<file path="src/rtl/hilo_mul_ctrl_pkg.sv">
// Shared encodings for the HI/LO multiply controller: EX opcodes, FSM states and
// opcode-class predicates.
package hilo_mul_ctrl_pkg;

  localparam logic [3:0] OP_NOP   = 4'd0;
  localparam logic [3:0] OP_MULT  = 4'd1;
  localparam logic [3:0] OP_MULTU = 4'd2;
  localparam logic [3:0] OP_MTHI  = 4'd3;
  localparam logic [3:0] OP_MTLO  = 4'd4;
  localparam logic [3:0] OP_MADD  = 4'd5;
  localparam logic [3:0] OP_MADDU = 4'd6;
  localparam logic [3:0] OP_MSUB  = 4'd7;
  localparam logic [3:0] OP_MSUBU = 4'd8;
  localparam logic [3:0] OP_MFHI  = 4'd9;
  localparam logic [3:0] OP_MFLO  = 4'd10;

  typedef enum logic {
    ST_IDLE = 1'b0,
    ST_WAIT = 1'b1
  } state_t;

  function automatic logic is_mul_op(input logic [3:0] op);
    return (op == OP_MULT)  || (op == OP_MULTU) ||
           (op == OP_MADD)  || (op == OP_MADDU) ||
           (op == OP_MSUB)  || (op == OP_MSUBU);
  endfunction

  function automatic logic is_signed_op(input logic [3:0] op);
    return (op == OP_MULT) || (op == OP_MADD) || (op == OP_MSUB);
  endfunction

  // Every opcode that reads or writes HI/LO; 11-15 behave as NOP.
  function automatic logic is_hilo_op(input logic [3:0] op);
    return (op >= OP_MULT) && (op <= OP_MFLO);
  endfunction

endpackage

</file>
<file path="src/rtl/hilo_mul_ctrl_if.sv">
// Launch/return bus between the HI/LO controller and the two-cycle multiplier.
interface hilo_mul_ctrl_if #(
  parameter int W = 32
);
  logic           mul_en;
  logic           mul_sig;
  logic [W-1:0]   mul_a;
  logic [W-1:0]   mul_b;
  logic [2*W-1:0] mul_c;
  logic           mul_done;

  modport master (
    output mul_en, mul_sig, mul_a, mul_b,
    input  mul_c, mul_done
  );

  modport slave (
    input  mul_en, mul_sig, mul_a, mul_b,
    output mul_c, mul_done
  );
endinterface

</file>
<file path="src/rtl/hilo_mul_ctrl_acc.sv">
// Next-{hi,lo} selector: pass, accumulate or subtract the product, modulo 2^(2W).
module hilo_acc
  import hilo_mul_ctrl_pkg::*;
#(
  parameter int W = 32
) (
  input  logic [3:0]     op,
  input  logic [W-1:0]   hi,
  input  logic [W-1:0]   lo,
  input  logic [2*W-1:0] prod,
  output logic [2*W-1:0] nxt
);

  always_comb begin
    nxt = {hi, lo};
    case (op)
      OP_MULT, OP_MULTU: nxt = prod;
      OP_MADD, OP_MADDU: nxt = {hi, lo} + prod;
      OP_MSUB, OP_MSUBU: nxt = {hi, lo} - prod;
      default:           nxt = {hi, lo};
    endcase
  end

endmodule

</file>
<file path="src/rtl/hilo_mul_ctrl.sv">
// HI/LO controller: launches the multiplier from EX, retires its product into
// HI/LO one cycle later, and stalls HI/LO-class instructions meanwhile.
module hilo_mul_ctrl
  import hilo_mul_ctrl_pkg::*;
#(
  parameter int W = 32
) (
  input  logic                 clk,
  input  logic                 resetn,
  input  logic                 ex_valid,
  input  logic [3:0]           ex_op,
  input  logic [W-1:0]         ex_rs,
  input  logic [W-1:0]         ex_rt,
  input  logic                 ex_flush,
  output logic                 ex_stall,
  output logic [W-1:0]         mf_data,
  hilo_mul_ctrl_if.master      mul,
  output logic [W-1:0]         hi,
  output logic [W-1:0]         lo,
  output logic                 err
);

  state_t         state;
  logic [3:0]     pend_op;
  logic           live;
  logic           accept_mul;
  logic [2*W-1:0] hilo_nxt;

  // Gating with resetn keeps every combinational output at 0 while reset is held.
  assign live       = ex_valid && !ex_flush && resetn;
  assign accept_mul = (state == ST_IDLE) && live && is_mul_op(ex_op);

  assign mul.mul_en  = accept_mul;
  assign mul.mul_sig = accept_mul && is_signed_op(ex_op);
  assign mul.mul_a   = accept_mul ? ex_rs : '0;
  assign mul.mul_b   = accept_mul ? ex_rt : '0;

  assign ex_stall = (state == ST_WAIT) && ex_valid && is_hilo_op(ex_op);

  always_comb begin
    mf_data = '0;
    if (!ex_stall) begin
      if (ex_op == OP_MFHI)      mf_data = hi;
      else if (ex_op == OP_MFLO) mf_data = lo;
    end
  end

  hilo_acc #(.W(W)) u_acc (
    .op   (pend_op),
    .hi   (hi),
    .lo   (lo),
    .prod (mul.mul_c),
    .nxt  (hilo_nxt)
  );

  always_ff @(posedge clk or negedge resetn) begin
    if (!resetn) begin
      state   <= ST_IDLE;
      pend_op <= OP_NOP;
      hi      <= '0;
      lo      <= '0;
      err     <= 1'b0;
    end else begin
      case (state)
        ST_IDLE: begin
          if (live && ex_op == OP_MTHI) hi <= ex_rs;
          if (live && ex_op == OP_MTLO) lo <= ex_rs;
          if (accept_mul) begin
            pend_op <= ex_op;
            state   <= ST_WAIT;
          end
        end
        ST_WAIT: begin
          // A missing mul_done is flagged, but the product is still retired.
          if (!mul.mul_done) err <= 1'b1;
          if (!ex_flush) {hi, lo} <= hilo_nxt;
          state <= ST_IDLE;
        end
        default: state <= ST_IDLE;
      endcase
    end
  end

endmodule
</file>
<file path="src/flat_wrapper.sv">
// flat-port wrapper written by rule: the top's interface ports become plain ports
module hilo_mul_ctrl_flat import hilo_mul_ctrl_pkg::*;
#(
  parameter int W = 32
)
  (clk, resetn, ex_valid, ex_op, ex_rs, ex_rt, ex_flush, ex_stall, mf_data, hi, lo, err, mul_mul_en, mul_mul_sig, mul_mul_a, mul_mul_b, mul_mul_c, mul_mul_done);
  hilo_mul_ctrl_if #(.W(W)) mul_i ();
  input  logic clk;
  input  logic resetn;
  input  logic ex_valid;
  input  logic [3:0] ex_op;
  input  logic [W-1:0] ex_rs;
  input  logic [W-1:0] ex_rt;
  input  logic ex_flush;
  output logic ex_stall;
  output logic [W-1:0] mf_data;
  output logic [W-1:0] hi;
  output logic [W-1:0] lo;
  output logic err;
  output wire logic [$bits(mul_i.mul_en)-1:0] mul_mul_en;
  output wire logic [$bits(mul_i.mul_sig)-1:0] mul_mul_sig;
  output wire logic [$bits(mul_i.mul_a)-1:0] mul_mul_a;
  output wire logic [$bits(mul_i.mul_b)-1:0] mul_mul_b;
  input wire logic [$bits(mul_i.mul_c)-1:0] mul_mul_c;
  input wire logic [$bits(mul_i.mul_done)-1:0] mul_mul_done;
  assign mul_mul_en = mul_i.mul_en;
  assign mul_mul_sig = mul_i.mul_sig;
  assign mul_mul_a = mul_i.mul_a;
  assign mul_mul_b = mul_i.mul_b;
  assign mul_i.mul_c = mul_mul_c;
  assign mul_i.mul_done = mul_mul_done;
  hilo_mul_ctrl #(.W(W)) u_core (.clk(clk), .resetn(resetn), .ex_valid(ex_valid), .ex_op(ex_op), .ex_rs(ex_rs), .ex_rt(ex_rt), .ex_flush(ex_flush), .ex_stall(ex_stall), .mf_data(mf_data), .mul(mul_i), .hi(hi), .lo(lo), .err(err));
endmodule
</file>
<file path="config.mk">
export PLATFORM = sky130hd
export DESIGN_NAME = hilo_mul_ctrl_flat
export DESIGN_NICKNAME = d
export VERILOG_FILES = /design/src/rtl/hilo_mul_ctrl_pkg.sv /design/src/rtl/hilo_mul_ctrl_if.sv /design/src/rtl/hilo_mul_ctrl_acc.sv /design/src/rtl/hilo_mul_ctrl.sv /design/src/flat_wrapper.sv
export SDC_FILE = /design/constraint.sdc
export NUM_CORES = 1
export LEC_CHECK = 0
export ABC_AREA = 1
export BUFFER_PORTS_ARGS = -buffer_cell sky130_fd_sc_hd__buf_2
export CAP_MARGIN = 20
export CORE_UTILIZATION = 40
export CTS_CLUSTER_SIZE = 8
export DETAILED_ROUTE_END_ITERATION = 16
export REMOVE_ABC_BUFFERS = 1
export SLEW_MARGIN = 20
export SYNTH_ARGS = -nofsm -noshare
export SYNTH_HDL_FRONTEND = slang
export SYNTH_SLANG_ARGS = --single-unit
</file>
<file path="constraint.sdc">
create_clock -name clk -period 3.8 [get_ports clk]
set_input_delay 1.14 -clock clk [delete_from_list [all_inputs] [get_ports clk]]
set_output_delay 1.14 -clock clk [all_outputs]
set_load 0.005 [all_outputs]
</file>
==> results.ini <==
[power]
power_leakage_nw = 12.8
vdd_drop_max_v = 0.000316
p_per_area_mw_per_mm2 = 598
total_power_mw = 13.3

[place]
routabilityCongestion = 1.09
dp_hpwl_mm = 59.7
place.port_buffers = 300

[timing]
timing.slew.headroom_pct = 44.3
fin_crit_sh_pct = 109
fin_hold_ws_ns = 0.474
clock_skew_ns = 0.0109
finalSetupViolations = 46
tightest_slew_ns = 0.836
rsz0062_at_grt = true
max_freq_ghz = 0.241
min_period_ns = 4.14
postLayoutSetupSlackWorst_ns = -0.343
hold_viol_final = 0
tns_ns = -9.27
maxSlewViolCount = 0

[route]
initialDrtViolationCount = 1845
post_drt_wl_per_cell_um = 20.4
vias = 19444
firstDrtPassIters = 7
drc = 0
vias_per_cell = 5.26
drtAntennaViolNets = 0
wl_mm = 75.3

[floorplan]
fp.dieW_um = 183
rows = 65
io_pins = 301
fp.coreArea_mm2 = 0.0320
die_y_um = 183
start_util_pct = 41.1
die_area_mm2 = 0.0336

[layout]
nets = 3456
final_core_util_pct = 69.8
syn2layout_area_growth_pct = 69.8
antenna_cells = 0
drive_gt1_share_pct = 44.9

[critical_path]
critPathMaxFanout = 4
cp-start-kind = input pin
criticalPathCategory = in -> reg
slowest_delay_ns = 0.32
critPathArrivalTime_ns = 4.45
worstPathBufferInverterCount = 7
critPathCaptureType = flip-flop
crit_path_top_delay_cell = ha_4
cp_top_family = simple AND/OR/NAND/NOR gates
reg2reg_slack_ns = 0.18
required_ns = 4.10

[synth]
yosysUniqueCellTypes = 50
syn-mean-instance-area_um2 = 5.19
ys_seq_area_share_pct = 13.3
yosysWarnings = 0
synthFlopType = dfrtp_1
async_reset_ff_share_pct = 100
syn_inst = 2528
synth-edff-count = 0
synthesis.area_mm2 = 0.0131
synth_seq_cells = 70

[clock_network]
root_buffer = clkbuf_16
cts_inserted_buffers = 9
clk_path_buf_depth = 2
cts_sinks = 70
htreeDepth = 3
clock_latency_ns = 0.39
cts_tree = built
clk_pin_slew_ns = 0.07

[grt]
antenna_found_initial = 0
grt_max_degree = 71
first_global_vias = 18310
grt-ovfl-total = 0
grt_usage_pct = 43.7
grt_pass1_wl_mm = 108

[hold_path]
hp-class = reg -> reg

[flow_run]
max-cap-violations = 0

[run_status]
violations = negative setup slack
status = complete, but fails checks

==> state kept, by name (all words and copies together) (netlist names) <==
signal and count:
u_core.hi 32, u_core.lo 32, u_core.pend_op 4, u_core.err 1
u_core.state 1
==> cell usage after synthesis (all sizes together), types with 5 or more instances <==
cell      n  area, µm²
a21oi   105        537
a22oi    21        158
buf      25        125
clkbuf   32        140
dfrtp    70       1750
ha       64        801
inv     620       2330
nand2   761       2920
nand3   117        601
nand3b    5       37.5
nand4    23        144
nor2    395       1550
nor3     25        166
nor4      7       50.1
o21ai    96        499
o21bai   23        173
o22ai    33        206
xnor2    11       96.3
xor2     75        657
==> area by class of cell <==
class                      instances  area (µm²)
clock buffer                      12         246
tap                              435         544
clock inverter                     4        70.1
timing repair buffer             772        5460
fill                            2913        9670
inverter                         621        2370
multi-input combinational       1780       11800
sequential                        70        1760
==> cells by family after synthesis <==
| group | after synthesis | synth area share, % |
|---|---|---|
| xor gates and xnor gates | 86 | 5.74 |
| buffers and inverters | 678 | 19.8 |
| DFF | 70 | 13.3 |
| and+or+nand+nor | 1336 | 41.8 |
| AOI/OAI and AO/OA | 293 | 13.1 |
| adders and majority gates | 65 | 6.25 |
==> cells in the final DEF (no fill, tap or decap), drive strengths merged, types with 2 or more instances in the layout <==
| cell type | count |
|---|---|
| a211oi | 2 |
| a21oi | 105 |
| a22oi | 21 |
| a31oi | 3 |
| buf | 772 |
| bufinv | 2 |
| clkbuf | 12 |
| clkinv | 2 |
| dfrtp | 70 |
| ha | 64 |
| inv | 621 |
| nand2 | 761 |
| nand3 | 117 |
| nand3b | 5 |
| nand4 | 23 |
| nor2 | 395 |
| nor3 | 25 |
| nor4 | 7 |
| o211ai | 3 |
| o21ai | 96 |
| o21bai | 23 |
| o22ai | 33 |
| o31ai | 4 |
| o41ai | 2 |
| xnor2 | 11 |
| xor2 | 75 |
==> path summary, 6_finish.rpt <==
kind,startpoint,end,cells after the start
setup / recovery,mul_mul_c[0],u_core.hi[21],26
hold / removal,u_core.err,u_core.err,1
setup reg to reg,u_core.pend_op[2],u_core.hi[27],23
hold reg to reg,u_core.err,u_core.err,1
max in group asynchronous,resetn,u_core.lo[14],2
min in group asynchronous,resetn,u_core.state,2
==> repair_timing <==
action / CTS / global route
buffers inserted: 42 / 23
hold buffers: 0 / 0
endpoints found under the setup margin: 47 / 69
gates resized for setup: 544 / 375
pin swaps: 204 / 225
==> metal layers <==
| layer | wire (µm) | vias up | GRT usage (%) |
|---|---|---|---|
| li1 | - | 9059 | - |
| met1 | 30600 | 9066 | 56.1 |
| met2 | 32300 | 1086 | 67.8 |
| met3 | 7100 | 233 | 7.57 |
| met4 | 5330 | 0 | 27.5 |
| met5 | 0 | - | 0 |
==> metrics by stage <==
stage | std cells | area, µm² | setup slack (ns)
after floorplan | 2471 | 12900 | -0.901
after global placement | 3626 | 18100 | -1.28
after detailed placement | 3626 | 18100 | -1.28
after CTS | 3673 | 20700 | -0.315
after global routing | 3694 | 22300 | -0.509
final | 3694 | 22300 | -0.343
==> report_power, final <==
| group | total [mW] | internal (mW) | switching, mW | leakage (nW) |
|---|---|---|---|---|
| logic | 10.9 | 4.53 | 6.36 | 11.8 |
| clock network | 1.03 | 0.593 | 0.433 | 0.157 |
| registers | 1.42 | 0.962 | 0.457 | 0.791 |
Note: power is estimated with default switching activity, not from simulation.
